## src/rtl/resp_signature_compactor.sv

```systemverilog
// Folds each accepted 240-bit response sample into a 32-bit MISR and compares it against a golden word on finish.
// Latency: a sample is visible on sig_out one clk after it is accepted; match is registered on the finish edge.
// Backpressure: none. Every y_valid cycle in RUN is absorbed, so the upstream DUT is never stalled.
module resp_signature_compactor #(
    parameter int          Y_W   = 240,
    parameter int          SIG_W = 32,
    parameter logic [31:0] POLY  = 32'h04C11DB7,
    parameter logic [31:0] SEED  = 32'hFFFFFFFF,
    parameter int          CNT_W = 8
) (
    input  logic             clk,
    input  logic             rst_n,
    input  logic             start,
    input  logic             y_valid,
    input  logic [Y_W-1:0]   y,
    input  logic             finish,
    input  logic [SIG_W-1:0] golden,
    output logic [SIG_W-1:0] sig_out,
    output logic [CNT_W-1:0] sample_cnt,
    output logic             cnt_ovf,
    output logic             busy,
    output logic             done,
    output logic             match
);

    localparam int NCHUNK = (Y_W + SIG_W - 1) / SIG_W;
    localparam int PAD_W  = NCHUNK * SIG_W;

    typedef enum logic [1:0] {
        IDLE = 2'd0,
        RUN  = 2'd1,
        DONE = 2'd2
    } state_t;

    state_t           state;
    logic [PAD_W-1:0] padded;
    logic [SIG_W-1:0] fold;
    logic [SIG_W-1:0] next_sig;
    logic [SIG_W-1:0] sig_final;

    // Zero-pad y up to a whole number of signature words and XOR the words together.
    always_comb begin
        padded = '0;
        padded[Y_W-1:0] = y;
        fold = '0;
        for (int k = 0; k < NCHUNK; k++) begin
            fold = fold ^ padded[k*SIG_W +: SIG_W];
        end
    end

    assign next_sig  = {sig_out[SIG_W-2:0], 1'b0}
                     ^ (sig_out[SIG_W-1] ? POLY[SIG_W-1:0] : '0)
                     ^ fold;
    // The compare must see a sample accepted on the very finish cycle.
    assign sig_final = y_valid ? next_sig : sig_out;

    always_ff @(posedge clk or negedge rst_n) begin
        if (!rst_n) begin
            state      <= IDLE;
            sig_out    <= '0;
            sample_cnt <= '0;
            cnt_ovf    <= 1'b0;
            busy       <= 1'b0;
            done       <= 1'b0;
            match      <= 1'b0;
        end else begin
            case (state)
                IDLE, DONE: begin
                    if (start) begin
                        state      <= RUN;
                        sig_out    <= SEED[SIG_W-1:0];
                        sample_cnt <= '0;
                        cnt_ovf    <= 1'b0;
                        busy       <= 1'b1;
                        done       <= 1'b0;
                        match      <= 1'b0;
                    end
                end
                RUN: begin
                    if (start) begin
                        sig_out    <= SEED[SIG_W-1:0];
                        sample_cnt <= '0;
                        cnt_ovf    <= 1'b0;
                    end else begin
                        if (y_valid) begin
                            sig_out <= next_sig;
                            if (&sample_cnt) begin
                                cnt_ovf <= 1'b1;
                            end else begin
                                sample_cnt <= sample_cnt + {{(CNT_W-1){1'b0}}, 1'b1};
                            end
                        end
                        if (finish) begin
                            state <= DONE;
                            busy  <= 1'b0;
                            done  <= 1'b1;
                            match <= (sig_final == golden);
                        end
                    end
                end
                default: begin
                    state <= IDLE;
                    busy  <= 1'b0;
                    done  <= 1'b0;
                end
            endcase
        end
    end

endmodule

```

## config.mk

```make
export PLATFORM = sky130hd
export DESIGN_NAME = resp_signature_compactor
export DESIGN_NICKNAME = d
export VERILOG_FILES = /design/src/rtl/resp_signature_compactor.sv
export SDC_FILE = /design/constraint.sdc
export NUM_CORES = 1
export LEC_CHECK = 0
export ABC_AREA = 1
export CORE_MARGIN = 8
export CORE_UTILIZATION = 35
export CTS_BUF_LIST = sky130_fd_sc_hd__clkbuf_8
export DETAILED_ROUTE_END_ITERATION = 10
export DONT_BUFFER_PORTS = 1
export SYNTH_ARGS = -nofsm -noshare
export SYNTH_HDL_FRONTEND = slang
export SYNTH_SLANG_ARGS = --single-unit
```

## constraint.sdc

```tcl
create_clock -name clk -period 3.35 [get_ports clk]
set_clock_uncertainty 0.1 [all_clocks]
set_input_delay 0 -clock clk [delete_from_list [all_inputs] [get_ports clk]]
set_output_delay 0 -clock clk [all_outputs]
set_load 0.02 [all_outputs]
```

==> key figures, run 1 <==
Floorplanning
  • Die Area: 24100 um2
  • DIE WIDTH: 155 um
  • Row cnt: between 50 and 60
  • Starting density of the core: 35.3%
  • Die H: 155 um
  • IO Count: about 320
  • Core footprint: 19300 um2

Finish
  • Share of cells above drive strength 1: 4.12%
  • Most frequent cells in the layout: nand2_1 (548), inv_1 (213), nand3_1 (122)
  • Antenna fix cells: 0
  • Area of the multi-input gates: roughly 4800 um2
  • Core Util, Final: 38.2%
  • Sequential Area: 1130 um2
  • Final Non-Filler Cells: roughly 1.5k
  • Fill count: 2137
  • Final nets: roughly 1.5k
  • Commonest non-fill, non-tap cell in the layout: nand2_1
  • Layout area overhead: 8.32%

STA
  • Hold_ws: 0.0388 ns
  • Hold Fails Final Rpt: 0
  • Fin Setup TNS: 0 ns
  • Final Critical Period: 2.77 ns
  • RSZ-0062 raised after global routing: no
  • Final setup fails: 0
  • Worst-Margin Slew: 0.980 ns
  • Slew HR: 34.6%
  • Max Transition Viols Final: 0
  • Max Fclk: 361 MHz
  • Tcrit/Tclk final: 82.6%

Yosys
  • Synth warn: 0
  • Number of synthesized flops with an enable pin: 0
  • Post-synthesis sequential area ratio: 16.6%
  • Syn Inst Count: 1227
  • Dominant synthesized flop cell: dfrtp_1
  • Avg Inst Size Synth: 5.54 um2
  • Netlist cell types: 37
  • Synth Register Bits: 45
  • Area of the mapped netlist: 6800 um2
  • Syn_nets: 1505
  • Async set-reset flop share out of synthesis: 100%

Place
  • RePlAce Congestion: 0.798
  • Port buffer count: 0
  • Placed Cells: 1483
  • Post-DP HPWL: approximately 18000 um

Routing
  • DR pass1 iterations: 9
  • Drt total wl: 22100 um
  • Average wire per standard cell: 14.7 um
  • Avg Vias per Cell: 4.70
  • Post-route ant nets: 0
  • Vias post-DR: 7057
  • DRC violations left: 0
  • Initial drt markers: approximately 310

Power and ir drop
  • Maximum VDD drop: 154 uV
  • Static Leakage: 4.31 nW
  • Design Power: 0.00273 W
  • Power per cell area: 370 nW/um2

Critical path
  • Worst path bufs/invs: 3
  • Slowest-stage cell, CP: dlygate4sd3_1
  • FF-to-FF path depth: 16
  • Crit path launch type: register
  • Worst flop-to-flop path startpoint: sig_out[31]
  • CP top delay family: simple AND/OR/NAND/NOR gates
  • Max incr delay on CP: 0.55 ns
  • WS Path Type: register to register
  • R2R setup slack: 0.58 ns
  • Worst Setup End Kind: register
  • Crit path DAT: 2.92 ns
  • FF-to-FF End: match
  • Crit-path max FO: 13
  • Crit path cell chain: buf_12 -> buf_4 -> xor2_1 -> nand3b_1 -> nand2_1 -> nand3_1 -> nand3_1 -> nand2_1 -> nand2_1 -> nand2_1 -> nor2_1 -> nand3_1 -> nor2_1 -> nand2_1 -> dlygate4sd3_1 -> nand2_1
  • Worst EP required: roughly 3.5 ns
  • Cell repeated most along the worst path: nand2_1

Clock network
  • Clk_lat worst skew: 0.31 ns
  • Worst-path clk slew: 0.10 ns
  • H-tree levels: 2
  • TritonCTS Buffers: 5
  • CTS tree: done
  • Clk sink count: 45
  • Root Buffer: clkbuf_8
  • Max clock buf depth: 2

GRT
  • Antenna violations before repair: 0
  • Total gr overflow: 0
  • Tot GR Track Use: 17.7%
  • First-pass GRT wire length: roughly 34000 um
  • Vias in the first global route: 6722
  • Largest net degree at the start of global routing: 46

Hold path
  • Hold Crit Class: input port to register
  • Min-Delay Path Depth: 7
  • Hold Path End: sig_out[18]
  • HP Start: y[210]

Run status
  • Status: completed

Run
  • Max-Cap Viols: 0
-- per-stage QoR --
stage               setup slack (ns)  instance area [um2]
floorplan                       1.42                 6800
global placement               0.971                 7090
detailed placement             0.950                 7090
CTS                            0.119                 7300
global route                   0.293                 7360
finish                         0.583                 7360
-- registers in the layout, summed over array words and instances, names as in the netlist --
name and flops:
busy 1, sig_out 32, done 1, sample_cnt 8, match 1, state 1, cnt_ovf 1
-- routing by layer --
metal  global-route usage [%]  wire, um
met3                     5.66      2190
met4                     3.51       303
met5                        0         0
met1                     19.7      8680
met2                     32.5     10900
-- worst max path at each step --
stage                         end          start  cells after the start  slack (ns)
finish                      match    sig_out[31]                     16        0.58
global route                match    sig_out[31]                     16        0.29
CTS                         match    sig_out[12]                     18        0.12
detailed placement  sample_cnt[7]           done                     12        0.95
global placement    sample_cnt[7]           done                     12        0.97
floorplan           sample_cnt[7]  sample_cnt[3]                     11        1.42
-- cell usage after synthesis (3+ instances only) --
| cell | instances | area [um2] |
|---|---|---|
| nand2_1 | 548 | 2060 |
| inv_1 | 214 | 803 |
| nand3_1 | 125 | 626 |
| xnor2_1 | 69 | 604 |
| nand3b_1 | 53 | 398 |
| xor2_1 | 51 | 447 |
| dfrtp_1 | 45 | 1130 |
| nor2_1 | 28 | 105 |
| a22oi_1 | 14 | 105 |
| o21ai_0 | 10 | 50.1 |
| o22ai_1 | 9 | 56.3 |
| a21oi_1 | 8 | 40.0 |
| or2_2 | 8 | 50.1 |
| buf_1 | 5 | 18.8 |
| clkbuf_1 | 4 | 15.0 |
| inv_2 | 4 | 15.0 |
| nand4_1 | 4 | 25.0 |
| buf_2 | 3 | 15.0 |
| nor3_1 | 3 | 15.0 |
-- what timing repair did --
action / 4_1_cts / 5_1_grt
hold buffers: 9 / 0
setup endpoints to repair: 0 / 1
hold endpoints to repair: 82 / 0
gates resized for setup: 0 / 14
setup buffers: 0 / 3
-- logic make-up (layout without fill, tap and decap cells) --
logic type / Yosys count / count (layout) / share of synthesized area (%)
simple gates: 778 / 778 / 49.7
compound gates: 48 / 48 / 4.71
flops: 45 / 45 / 16.6
fa+ha+maj: 1 / 1 / 0.184
xor+xnor: 120 / 120 / 15.5
buf+inv: 235 / 245 / 13.3
-- report_power, final --
group          internal, W  switching (W)  leakage, nW  total, W
registers         0.000633       0.000256        0.473  0.000888
logic             0.000591       0.000877         3.79   0.00147
clock network     0.000149       0.000222       0.0445  0.000371
total              0.00137        0.00135         4.31   0.00273
-- final cells by class --
cell class | instances | area share, %
clock buffer | 5 | 0.935
clock inverter | 3 | 0.289
inverter | 221 | 11.3
multi-input combinational | 947 | 65.1
sequential | 45 | 15.4
tap | 265 | 4.50
timing repair buffer | 16 | 2.50
-- tightest hold or removal path, stage by stage --
cell,delay (ns)
nand2_1,0.03
nand2_1,0.07
nand2_1,0.06
nand2_1,0.06
nand2_1,0.06
nand2_1,0.07
a22oi_1,0.06
(Power assumes the default switching activity.)
==> inputs of run 2 (changes only) <==
Clock period 3.35 ns to 2.55 ns, I/O delays scaled along.
==> key figures, run 2 (synthesis results as in run 1) <==
Finish
  • Largest Register: sig_out
  • Share of cells above drive strength 1: 5.28% (+1.2 points)
  • Top Registers: sig_out x32, sample_cnt x8
  • Antenna fix cells: 0 (unchanged)
  • Largest register FFs: 32 (unchanged)
  • Layout area overhead: 10.6%
  • Most frequent cells in the layout: nand2_1 (546), inv_1 (213), nand3_1 (124)
  • Final nets: 1526 (+0.79%)
  • Final instance area: 7520 um2 (+2.1%)
  • Core Util, Final: 39.0% (+0.79 points)
  • Commonest non-fill, non-tap cell in the layout: nand2_1

Clock network
  • Root Buffer: clkbuf_8
  • H-tree levels: 2 (unchanged)
  • Worst-path clk slew: 0.09 ns (about the same)
  • CTS tree: done
  • Clk_lat worst skew: 0.31 ns (about the same)
  • TritonCTS Buffers: 5 (unchanged)
  • Clk sink count: 45 (unchanged)
  • Max clock buf depth: 2 (unchanged)

STA
  • Setup WS post-layout: 0.384 ns (-0.199 ns)
  • Tcrit/Tclk final: 84.9% (+2.3 points)
  • RSZ-0062 raised after global routing: no
  • Final setup fails: 0 (unchanged)
  • Hold Fails Final Rpt: 0 (unchanged)
  • Worst-Margin Slew: 0.506 ns (-0.474 ns)
  • Fin Setup TNS: 0 ns (unchanged)
  • Slew HR: 66.1% (+32 points)
  • Final Critical Period: 2.17 ns (-0.601 ns)
  • Max Fclk: 462 MHz (+28%)
  • Max Transition Viols Final: 0 (unchanged)

Power and ir drop
  • Net Sw Frac: 46.7% (-3.0 points)
  • Comb pwr share: 53.1% (-0.7 points)
  • Static Leakage: 4.40 nW (+2.1%)
  • P_sw: 0.00178 W (+31%)
  • Clk pwr share: 17.7% (+4.1 points)
  • Power per cell area: 508 nW/um2 (+37%)
  • Maximum VDD drop: 226 uV (+47%)
  • Int Power: 0.00203 W (+48%)
  • Share of power burned in registers: 29.1% (-3.5 points)

Routing
  • Average wire per standard cell: 14.9 um (+1.4%)
  • DR pass1 iterations: 6 (-3)
  • Vias post-DR: 7188 (+1.9%)
  • Initial drt markers: 297 (-2.9%)
  • Routed length on met1: 9020 um (+4.0%)
  • Top layer in use: met4
  • Post-route ant nets: 0 (unchanged)
  • Wire length on met2: 11200 um (+2.6%)
  • Met3 Wirelength: 2060 um (-6.0%)
  • Avg Vias per Cell: 4.75 (+1.0%)
  • Drt total wl: 22600 um (+2.3%)
  • DRC violations left: 0 (unchanged)

Floorplanning
  • Core footprint: 19300 um2 (unchanged)
  • Die Area: 24100 um2 (unchanged)
  • IO Count: 321 (unchanged)
  • Die H: 155 um (unchanged)
  • Row cnt: 51 (unchanged)
  • DIE WIDTH: 155 um (unchanged)
  • Starting density of the core: 35.3% (unchanged)

GRT
  • First-pass GRT wire length: 34500 um (+0.52%)
  • Tot GR Track Use: 17.8% (+0.12 points)
  • Antenna violations before repair: 0 (unchanged)
  • Vias in the first global route: 6642 (-1.2%)
  • Largest net degree at the start of global routing: 46 (unchanged)
  • Total gr overflow: 0 (unchanged)

Critical path
  • Slowest-stage cell, CP: dfrtp_2
  • Crit path DAT: 2.32 ns (-0.60 ns)
  • CP top delay family: simple AND/OR/NAND/NOR gates
  • WS Path Type: register to register
  • Worst setup path startpoint: sig_out[31]
  • Worst EP required: 2.71 ns (-0.79 ns)
  • Max incr delay on CP: 0.43 ns (-0.12 ns)
  • Crit path launch type: register
  • Worst Setup End Kind: register
  • Cell repeated most along the worst path: nand2_1
  • Worst path bufs/invs: 2 (-1)
  • Crit-path max FO: 8 (-5)
  • Crit path cell chain: buf_4 -> xor2_1 -> xor2_1 -> inv_1 -> nand2_1 -> nand2_1 -> nand2_1 -> nand2_1 -> nand2_1 -> nand2_1 -> nor2_1 -> nand3_1 -> nor2_1 -> nand2_1 -> nand2_1
  • Worst flop-to-flop path startpoint: sig_out[31]

Hold path
  • HP Start: golden[23]
  • Hold Crit Class: input port to register

Place
  • Placement Setup Slack: 0.285 ns (-0.665 ns)
  • Area post-placement: 7190 um2 (+1.4%)
  • Post-DP HPWL: 18600 um (+2.1%)
  • RePlAce Congestion: 0.801 (+0.31%)
  • Port buffer count: 0 (unchanged)

Run
  • Max-Cap Viols: 0 (unchanged)

Run status
  • Status: completed
-- run 2: worst reg2reg max path, stage by stage (launching register included) --
cell,delay [ns]
dfrtp_2,0.43
buf_4,0.28
xor2_1,0.20
xor2_1,0.19
inv_1,0.05
nand2_1,0.06
nand2_1,0.05
nand2_1,0.09
nand2_1,0.08
nand2_1,0.06
nand2_1,0.05
nor2_1,0.10
nand3_1,0.15
nor2_1,0.12
nand2_1,0.06
nand2_1,0.05
-- run 2: power groups by stage --
stage	clock network [W]	registers (W)	logic (W)
global placement	0	0.00112	0.00194
floorplan	0	0.00111	0.00152
CTS	0.000695	0.00111	0.00203
global route	0.000719	0.00113	0.00235
detailed placement	0	0.00112	0.00197
finish	0.000676	0.00111	0.00203
-- run 2: final timing paths --
check,slack [ns],endpoint,depth (start not counted)
min in group asynchronous,0.08,sig_out[17],2
worst min register to register,0.48,done,3
worst min-delay path,0.01,match,8
worst max register to register,0.38,match,15
worst max-delay path,0.38,match,15
max in group asynchronous,2.03,sig_out[19],2
-- run 2: metal layers --
metal	up-vias	GRT usage, %
met5	-	0
met4	0	3.60
met3	21	4.99
met2	232	32.2
met1	3150	20.7
li1	3785	-
-- run 2: final cells by class --
| class | instances | area, um2 |
|---|---|---|
| Clock buffer | 5 | 68.8 |
| Tap cell | 265 | 332 |
| Sequential cell | 45 | 1130 |
| Multi-Input combinational cell | 947 | 4800 |
| Fill cell | 2106 | 11800 |
| Timing Repair Buffer | 28 | 279 |
| Clock inverter | 3 | 65.1 |
| Inverter | 221 | 832 |
-- run 2: timing repair --
item,CTS,global route
hold endpoints to repair,82,0
setup buffers,0,1
endpoints found under the setup margin,0,1
hold buffers,11,0
gates resized for setup,0,16
-- run 2: per-stage QoR --
step / cells / total power, W / hold slack [ns]
global placement: 1495 / 0.00306 / -0.394
global route: 1514 / 0.00420 / 0.0798
detailed placement: 1495 / 0.00309 / -0.394
finish: 1514 / 0.00381 / 0.0112
CTS: 1514 / 0.00383 / 0.00778
floorplan: 1227 / 0.00262 / -0.396
